**src/rtl/polyshift_pipe_pkg.sv**
```systemverilog
// ---------------------------------------------------------------------------
// polyshift_pipe_pkg
// Shared types and helpers for the pipelined poly-shifter.
//   SHIFT_TYPE : shift kind (logical, arithmetic, through-carry, rotate)
//   SHIFT_DIR  : shift direction (LEFT, RIGHT)
//   ps_ctrl_t  : control fields that travel alongside the data in each rank
//   ps_level_count / ps_first_level : how shift levels are split over ranks
// ---------------------------------------------------------------------------
package polyshift_pipe_pkg;

    typedef enum logic [1:0] {
        SHIFT_LOGIC  = 2'd0,
        SHIFT_ARITH  = 2'd1,
        SHIFT_CARRY  = 2'd2,
        SHIFT_ROTATE = 2'd3
    } SHIFT_TYPE;

    typedef enum logic {
        LEFT  = 1'b0,
        RIGHT = 1'b1
    } SHIFT_DIR;

    // Width-independent part of the per-rank payload. The data, carry and
    // size fields depend on word_width, so the full payload struct is built
    // around this one inside the top module.
    typedef struct packed {
        logic      valid;
        logic      sign;
        SHIFT_TYPE stype;
        SHIFT_DIR  dir;
    } ps_ctrl_t;

    // Number of shift levels placed in a given rank; any remainder of the
    // even split goes to the earliest ranks.
    function automatic int ps_level_count(input int rank, input int levels, input int ranks);
        return (levels / ranks) + ((rank < (levels % ranks)) ? 1 : 0);
    endfunction

    // Index of the first shift level handled by a given rank.
    function automatic int ps_first_level(input int rank, input int levels, input int ranks);
        return rank * (levels / ranks) + ((rank < (levels % ranks)) ? rank : (levels % ranks));
    endfunction

endpackage

```
**src/rtl/polyshift_pipe_level.sv**
```systemverilog
// ---------------------------------------------------------------------------
// polyshift_level
// One combinational shift level: shifts by DIST bit positions when en_i is
// set, otherwise passes data and carry through untouched.
//   data_i / data_o   : operand in, shifted operand out
//   carry_i / carry_o : remaining carry-fill word in and out
//   sign_i            : original operand sign bit (arithmetic right fill)
//   stype_i, dir_i    : shift kind and direction
//   en_i              : size bit selecting this level
// ---------------------------------------------------------------------------
module polyshift_level
    import polyshift_pipe_pkg::*;
#(
    parameter int W    = 8,
    parameter int DIST = 1
) (
    input  logic [W-1:0] data_i,
    input  logic [W-2:0] carry_i,
    input  logic         sign_i,
    input  SHIFT_TYPE    stype_i,
    input  SHIFT_DIR     dir_i,
    input  logic         en_i,
    output logic [W-1:0] data_o,
    output logic [W-2:0] carry_o
);

    // The carry word behaves like an extension of the operand: bits leaving
    // it enter the data word, and it is itself shifted so that later levels
    // pick up the next fill bits in sequence.
    always_comb begin
        data_o  = data_i;
        carry_o = carry_i;
        if (en_i) begin
            if (dir_i == LEFT) begin
                case (stype_i)
                    SHIFT_CARRY: begin
                        data_o  = {data_i[W-1-DIST:0], carry_i[W-2 -: DIST]};
                        carry_o = {carry_i[W-2-DIST:0], {DIST{1'b0}}};
                    end
                    SHIFT_ROTATE: data_o = {data_i[W-1-DIST:0], data_i[W-1 -: DIST]};
                    default:      data_o = {data_i[W-1-DIST:0], {DIST{1'b0}}};
                endcase
            end else begin
                case (stype_i)
                    SHIFT_ARITH: data_o = {{DIST{sign_i}}, data_i[W-1:DIST]};
                    SHIFT_CARRY: begin
                        data_o  = {carry_i[DIST-1:0], data_i[W-1:DIST]};
                        carry_o = {{DIST{1'b0}}, carry_i[W-2:DIST]};
                    end
                    SHIFT_ROTATE: data_o = {data_i[DIST-1:0], data_i[W-1:DIST]};
                    default:      data_o = {{DIST{1'b0}}, data_i[W-1:DIST]};
                endcase
            end
        end
    end

endmodule

```
**src/rtl/polyshift_pipe.sv**
```systemverilog
// ---------------------------------------------------------------------------
// polyshift_pipe
// Pipelined bidirectional poly-shifter with valid/ready handshakes.
//   CLK, RST_N          : clock, asynchronous active-low reset
//   IN_VALID / IN_READY : request handshake
//   D_IN, C_IN          : operand and carry-fill word
//   shift_size          : shift amount 0..word_width-1
//   shift_type          : logical / arithmetic / through-carry / rotate
//   shift_dir           : LEFT / RIGHT
//   OUT_VALID/OUT_READY : result handshake
//   D_OUT               : result
// ---------------------------------------------------------------------------
module polyshift_pipe
    import polyshift_pipe_pkg::*;
#(
    parameter int word_width  = 8,
    parameter int PIPE_STAGES = 2
) (
    input  logic                          CLK,
    input  logic                          RST_N,
    input  logic                          IN_VALID,
    output logic                          IN_READY,
    input  logic [word_width-1:0]         D_IN,
    input  logic [word_width-2:0]         C_IN,
    input  logic [$clog2(word_width)-1:0] shift_size,
    input  SHIFT_TYPE                     shift_type,
    input  SHIFT_DIR                      shift_dir,
    output logic                          OUT_VALID,
    input  logic                          OUT_READY,
    output logic [word_width-1:0]         D_OUT
);

    localparam int SW = $clog2(word_width);

    // Everything a request needs while it walks through the ranks.
    typedef struct packed {
        logic [word_width-1:0] data;
        logic [word_width-2:0] carry;
        logic [SW-1:0]         size;
        ps_ctrl_t              ctrl;
    } stage_t;

    stage_t in_pl;
    logic   stall;
    logic   unused_out_bits;

    always_comb begin
        in_pl.data       = D_IN;
        in_pl.carry      = C_IN;
        in_pl.size       = shift_size;
        in_pl.ctrl.valid = IN_VALID;
        in_pl.ctrl.sign  = D_IN[word_width-1];
        in_pl.ctrl.stype = shift_type;
        in_pl.ctrl.dir   = shift_dir;
    end

    for (genvar r = 0; r < PIPE_STAGES; r++) begin : gen_rank
        localparam int FIRST = ps_first_level(r, SW, PIPE_STAGES);
        localparam int CNT   = ps_level_count(r, SW, PIPE_STAGES);

        stage_t src;
        stage_t stage_d;
        stage_t stage_q;

        if (r == 0) begin : g_src_in
            assign src = in_pl;
        end else begin : g_src_prev
            assign src = gen_rank[r-1].stage_q;
        end

        for (genvar j = 0; j < CNT; j++) begin : gen_lvl
            logic [word_width-1:0] data_i;
            logic [word_width-1:0] data_o;
            logic [word_width-2:0] carry_i;
            logic [word_width-2:0] carry_o;

            if (j == 0) begin : g_first
                assign data_i  = src.data;
                assign carry_i = src.carry;
            end else begin : g_next
                assign data_i  = gen_lvl[j-1].data_o;
                assign carry_i = gen_lvl[j-1].carry_o;
            end

            polyshift_level #(
                .W    (word_width),
                .DIST (1 << (FIRST + j))
            ) u_level (
                .data_i  (data_i),
                .carry_i (carry_i),
                .sign_i  (src.ctrl.sign),
                .stype_i (src.ctrl.stype),
                .dir_i   (src.ctrl.dir),
                .en_i    (src.size[FIRST + j]),
                .data_o  (data_o),
                .carry_o (carry_o)
            );
        end

        always_comb begin
            stage_d       = src;
            stage_d.data  = gen_lvl[CNT-1].data_o;
            stage_d.carry = gen_lvl[CNT-1].carry_o;
        end

        // All ranks freeze together on a stall, bubbles included, so the
        // output register can never be overwritten before it is consumed.
        always_ff @(posedge CLK or negedge RST_N) begin
            if (!RST_N) begin
                stage_q <= '0;
            end else if (!stall) begin
                stage_q <= stage_d;
            end
        end
    end

    assign OUT_VALID = gen_rank[PIPE_STAGES-1].stage_q.ctrl.valid;
    assign D_OUT     = gen_rank[PIPE_STAGES-1].stage_q.data;
    assign stall     = OUT_VALID & ~OUT_READY;
    assign IN_READY  = ~stall;

    // The final rank's bookkeeping fields have no consumer.
    assign unused_out_bits = ^{gen_rank[PIPE_STAGES-1].stage_q.carry,
                               gen_rank[PIPE_STAGES-1].stage_q.size,
                               gen_rank[PIPE_STAGES-1].stage_q.ctrl.sign,
                               gen_rank[PIPE_STAGES-1].stage_q.ctrl.stype,
                               gen_rank[PIPE_STAGES-1].stage_q.ctrl.dir};

endmodule
```
**config.mk**
```make
export PLATFORM = sky130hd
export DESIGN_NAME = polyshift_pipe
export DESIGN_NICKNAME = d
export VERILOG_FILES = /design/src/rtl/polyshift_pipe_pkg.sv /design/src/rtl/polyshift_pipe_level.sv /design/src/rtl/polyshift_pipe.sv
export SDC_FILE = /design/constraint.sdc
export NUM_CORES = 1
export LEC_CHECK = 0
export ABC_AREA = 1
export BUFFER_PORTS_ARGS = -buffer_cell sky130_fd_sc_hd__clkbuf_2
export CAP_MARGIN = 10
export CELL_PAD_IN_SITES_DETAIL_PLACEMENT = 1
export CELL_PAD_IN_SITES_GLOBAL_PLACEMENT = 1
export CORE_ASPECT_RATIO = 0.9
export CORE_MARGIN = 1
export CORE_UTILIZATION = 40
export CTS_CLUSTER_SIZE = 30
export DETAILED_ROUTE_END_ITERATION = 10
export GPL_ROUTABILITY_DRIVEN = 0
export PLACE_DENSITY = 0.8
export RECOVER_POWER = 100
export SLEW_MARGIN = 20
export SYNTH_ARGS = -nofsm -noshare
export SYNTH_HDL_FRONTEND = slang
export SYNTH_HIERARCHICAL = 1
export SYNTH_SLANG_ARGS = --single-unit
export TNS_END_PERCENT = 5
```
**constraint.sdc**
```tcl
create_clock -name CLK -period 1.4 [get_ports CLK]
set_input_delay 0.07 -clock CLK [delete_from_list [all_inputs] [get_ports CLK]]
set_output_delay 0.07 -clock CLK [all_outputs]
set_load 0.01 [all_outputs]
```
==> flow_metrics.tcl <==
set metrics [dict create \
    synth_cells 355 \
    min_path_type "input port to flip-flop" \
    total_leakage_power_nw 1.43 \
    tritoncts "yes" \
    fin_skew_ns 0.00339 \
    tightest_slew_ns 0.785 \
    rsz0062_at_grt "no" \
    p_int_w 0.00170 \
    dp_worst_setup_slack_ns 0.00139 \
    final.min_clock_period_ns 1.25 \
    clock_path_buffers 2 \
    maxCapViolCount 0 \
    grt_max_degree 31 \
    cts_max_level 2 \
    grt_pass1_wl_um 11800 \
    ff_latch_area_um2 752 \
    peakVddDrop_v 0.00120 \
    setup_tns_ns 0 \
    clock_power_share 0.268 \
    fmax_mhz 800 \
    crit_buf_inv 0 \
    initial_core_util 0.422 \
    post-route-drc-count 0 \
    cts_sinks 30 \
    core_area_mm2 0.00532 \
    cp_common_cell "nand2_1" \
    crit_family "simple AND/OR/NAND/NOR gates" \
    p_sw_frac 0.373 \
    vias_per_cell 5.35 \
    syn_avg_cell_area_um2 6.32 \
    path_clk_slew_ns 0.07 \
    syn_nets 380 \
    fin_crit_sh 0.893 \
    dp_hpwl_um 5130 \
    ant_nets 0 \
    hold_violations 0 \
    crit_type "flip-flop to flip-flop" \
    multi_input_area_mm2 0.00126 \
    yosysWarningCount 6 \
    cp_data_arrival_time_ns 1.47 \
    slowest_stage "dfrtp_1" \
    powerDensity_mw_per_mm2 1050 \
    critPathMaxStageDelay_ns 0.54 \
    cp_cell_sequence "nand2_1, nand2_1, nand3_1, nand3_1, nand2_1, nand2_1" \
    syn_to_final_growth_pct 14.9 \
    n_antenna_cell 0 \
    drv_slew 0 \
    die_h_um 73.0 \
    cp-start-kind "flip-flop" \
    clock_latency_ns 0.28 \
    whs_ns 0.0912 \
    antenna_found_initial 0 \
    setup_ws_ns 0.150 \
    clockRootBuffer "clkbuf_8" \
    seqPwrFrac 0.428 \
    p_sw_w 0.00101 \
    worstSetupEndpointType "flip-flop" \
    netlist_area_mm2 0.00224 \
    wl_per_cell_um 14.9 \
    row_count 25 \
    pwr-share-comb 0.304 \
    drt_wl_total_um 6950 \
    numPortBuffers 34 \
    finalNetCount 422 \
    drt_pass1_iterations 4 \
    die_area_mm2 0.00591 \
    place_area_mm2 0.00247 \
    outcome "completed" \
    ios 35 \
    track_usage 0.260 \
    design_area_mm2 0.00258 \
    first_iter_violations 164 \
    cp.required_ns 1.62 \
    vias 2486 \
    cts_setup_buffers 0 \
    place_inst 454 \
    setup_viol 0 \
    overflow 0 \
    die_x_um 80.9 \
    timing.slew.headroom 0.477 \
    nFillCells 753 \
    grt_pass1_vias 2474 \
    fin_cells 465 \
    drive_gt1_frac 0.151 \
    worstPathMaxFanout 9 \
    cts_buffers 5 \
]
==> stage by stage <==
stage	utilization	total power (W)
2_1_floorplan	-	0.00170
3_3_place_gp	0.465	0.00197
3_5_place_dp	0.465	0.00199
4_1_cts	0.488	0.00274
5_1_grt	0.485	0.00290
6_report	0.485	0.00271
==> worst paths after layout <==
check | startpoint | endpoint | slack, ns | depth (start not counted)
max reg2reg | gen_rank[0].stage_q[2] | D_OUT[4] | 0.15 | 6
max | gen_rank[0].stage_q[2] | D_OUT[4] | 0.15 | 6
max in group asynchronous | RST_N | gen_rank[0].stage_q[7] | 0.36 | 3
min in group asynchronous | RST_N | gen_rank[1].gen_lvl[0].carry_i[0] | 0.49 | 3
min reg2reg | D_OUT[7] | D_OUT[7] | 0.51 | 2
min | D_IN[7] | gen_rank[0].stage_q[3] | 0.09 | 3
==> power by group through the flow <==
stage,clock [W],sequential [W],combinational [W]
2_1_floorplan,0,0.00115,0.000546
4_1_cts,0.000744,0.00116,0.000842
5_1_grt,0.000787,0.00118,0.000933
6_report,0.000725,0.00116,0.000822
3_3_place_gp,0,0.00116,0.000802
3_5_place_dp,0,0.00117,0.000821
==> routing by layer <==
metal	vias to the layer above	track usage	routed length, µm
met5	-	0	0
met4	0	0.0377	14
met3	2	0.0575	267
met2	43	0.410	3150
met1	1215	0.371	3520
li1	1226	-	-
==> tightest hold or removal path: stages <==
cell	delay (ns)
clkbuf_2	0.14
nand2_1	0.08
nand2_1	0.04
==> flip-flops by register name, summed over array words and instances (netlist names) <==
register,flops
gen_rank.gen_lvl.carry_i,7
OUT_VALID,1
D_OUT,8
gen_rank.stage_q,6
gen_rank.gen_lvl.data_i,8
==> cell usage in the layout, fill, tap and decap left out, drive strengths merged <==
master and n:
dfrtp 30, o211ai 7, a21oi 2, o21ai 7, nand3 91, inv 32
nand2 162, clkinv 1, nor2 9, o221ai 1, buf 9, clkbuf 44
dlygate4sd3 3
==> cell type report <==
type,count,share of cell area
clock buffer,7,0.0335
clock inverter,1,0.00194
inverter,32,0.0476
multi-input combinational,279,0.488
sequential,30,0.292
tap,67,0.0325
timing repair buffer,49,0.105
==> repair_timing <==
item / in CTS / in global routing
hold endpoints to repair: 32 / 0
hold buffers: 3 / 0
gates resized for setup: 0 / 1
endpoints found under the setup margin: 0 / 1
No activity file was read; power rests on OpenSTA's default activity.
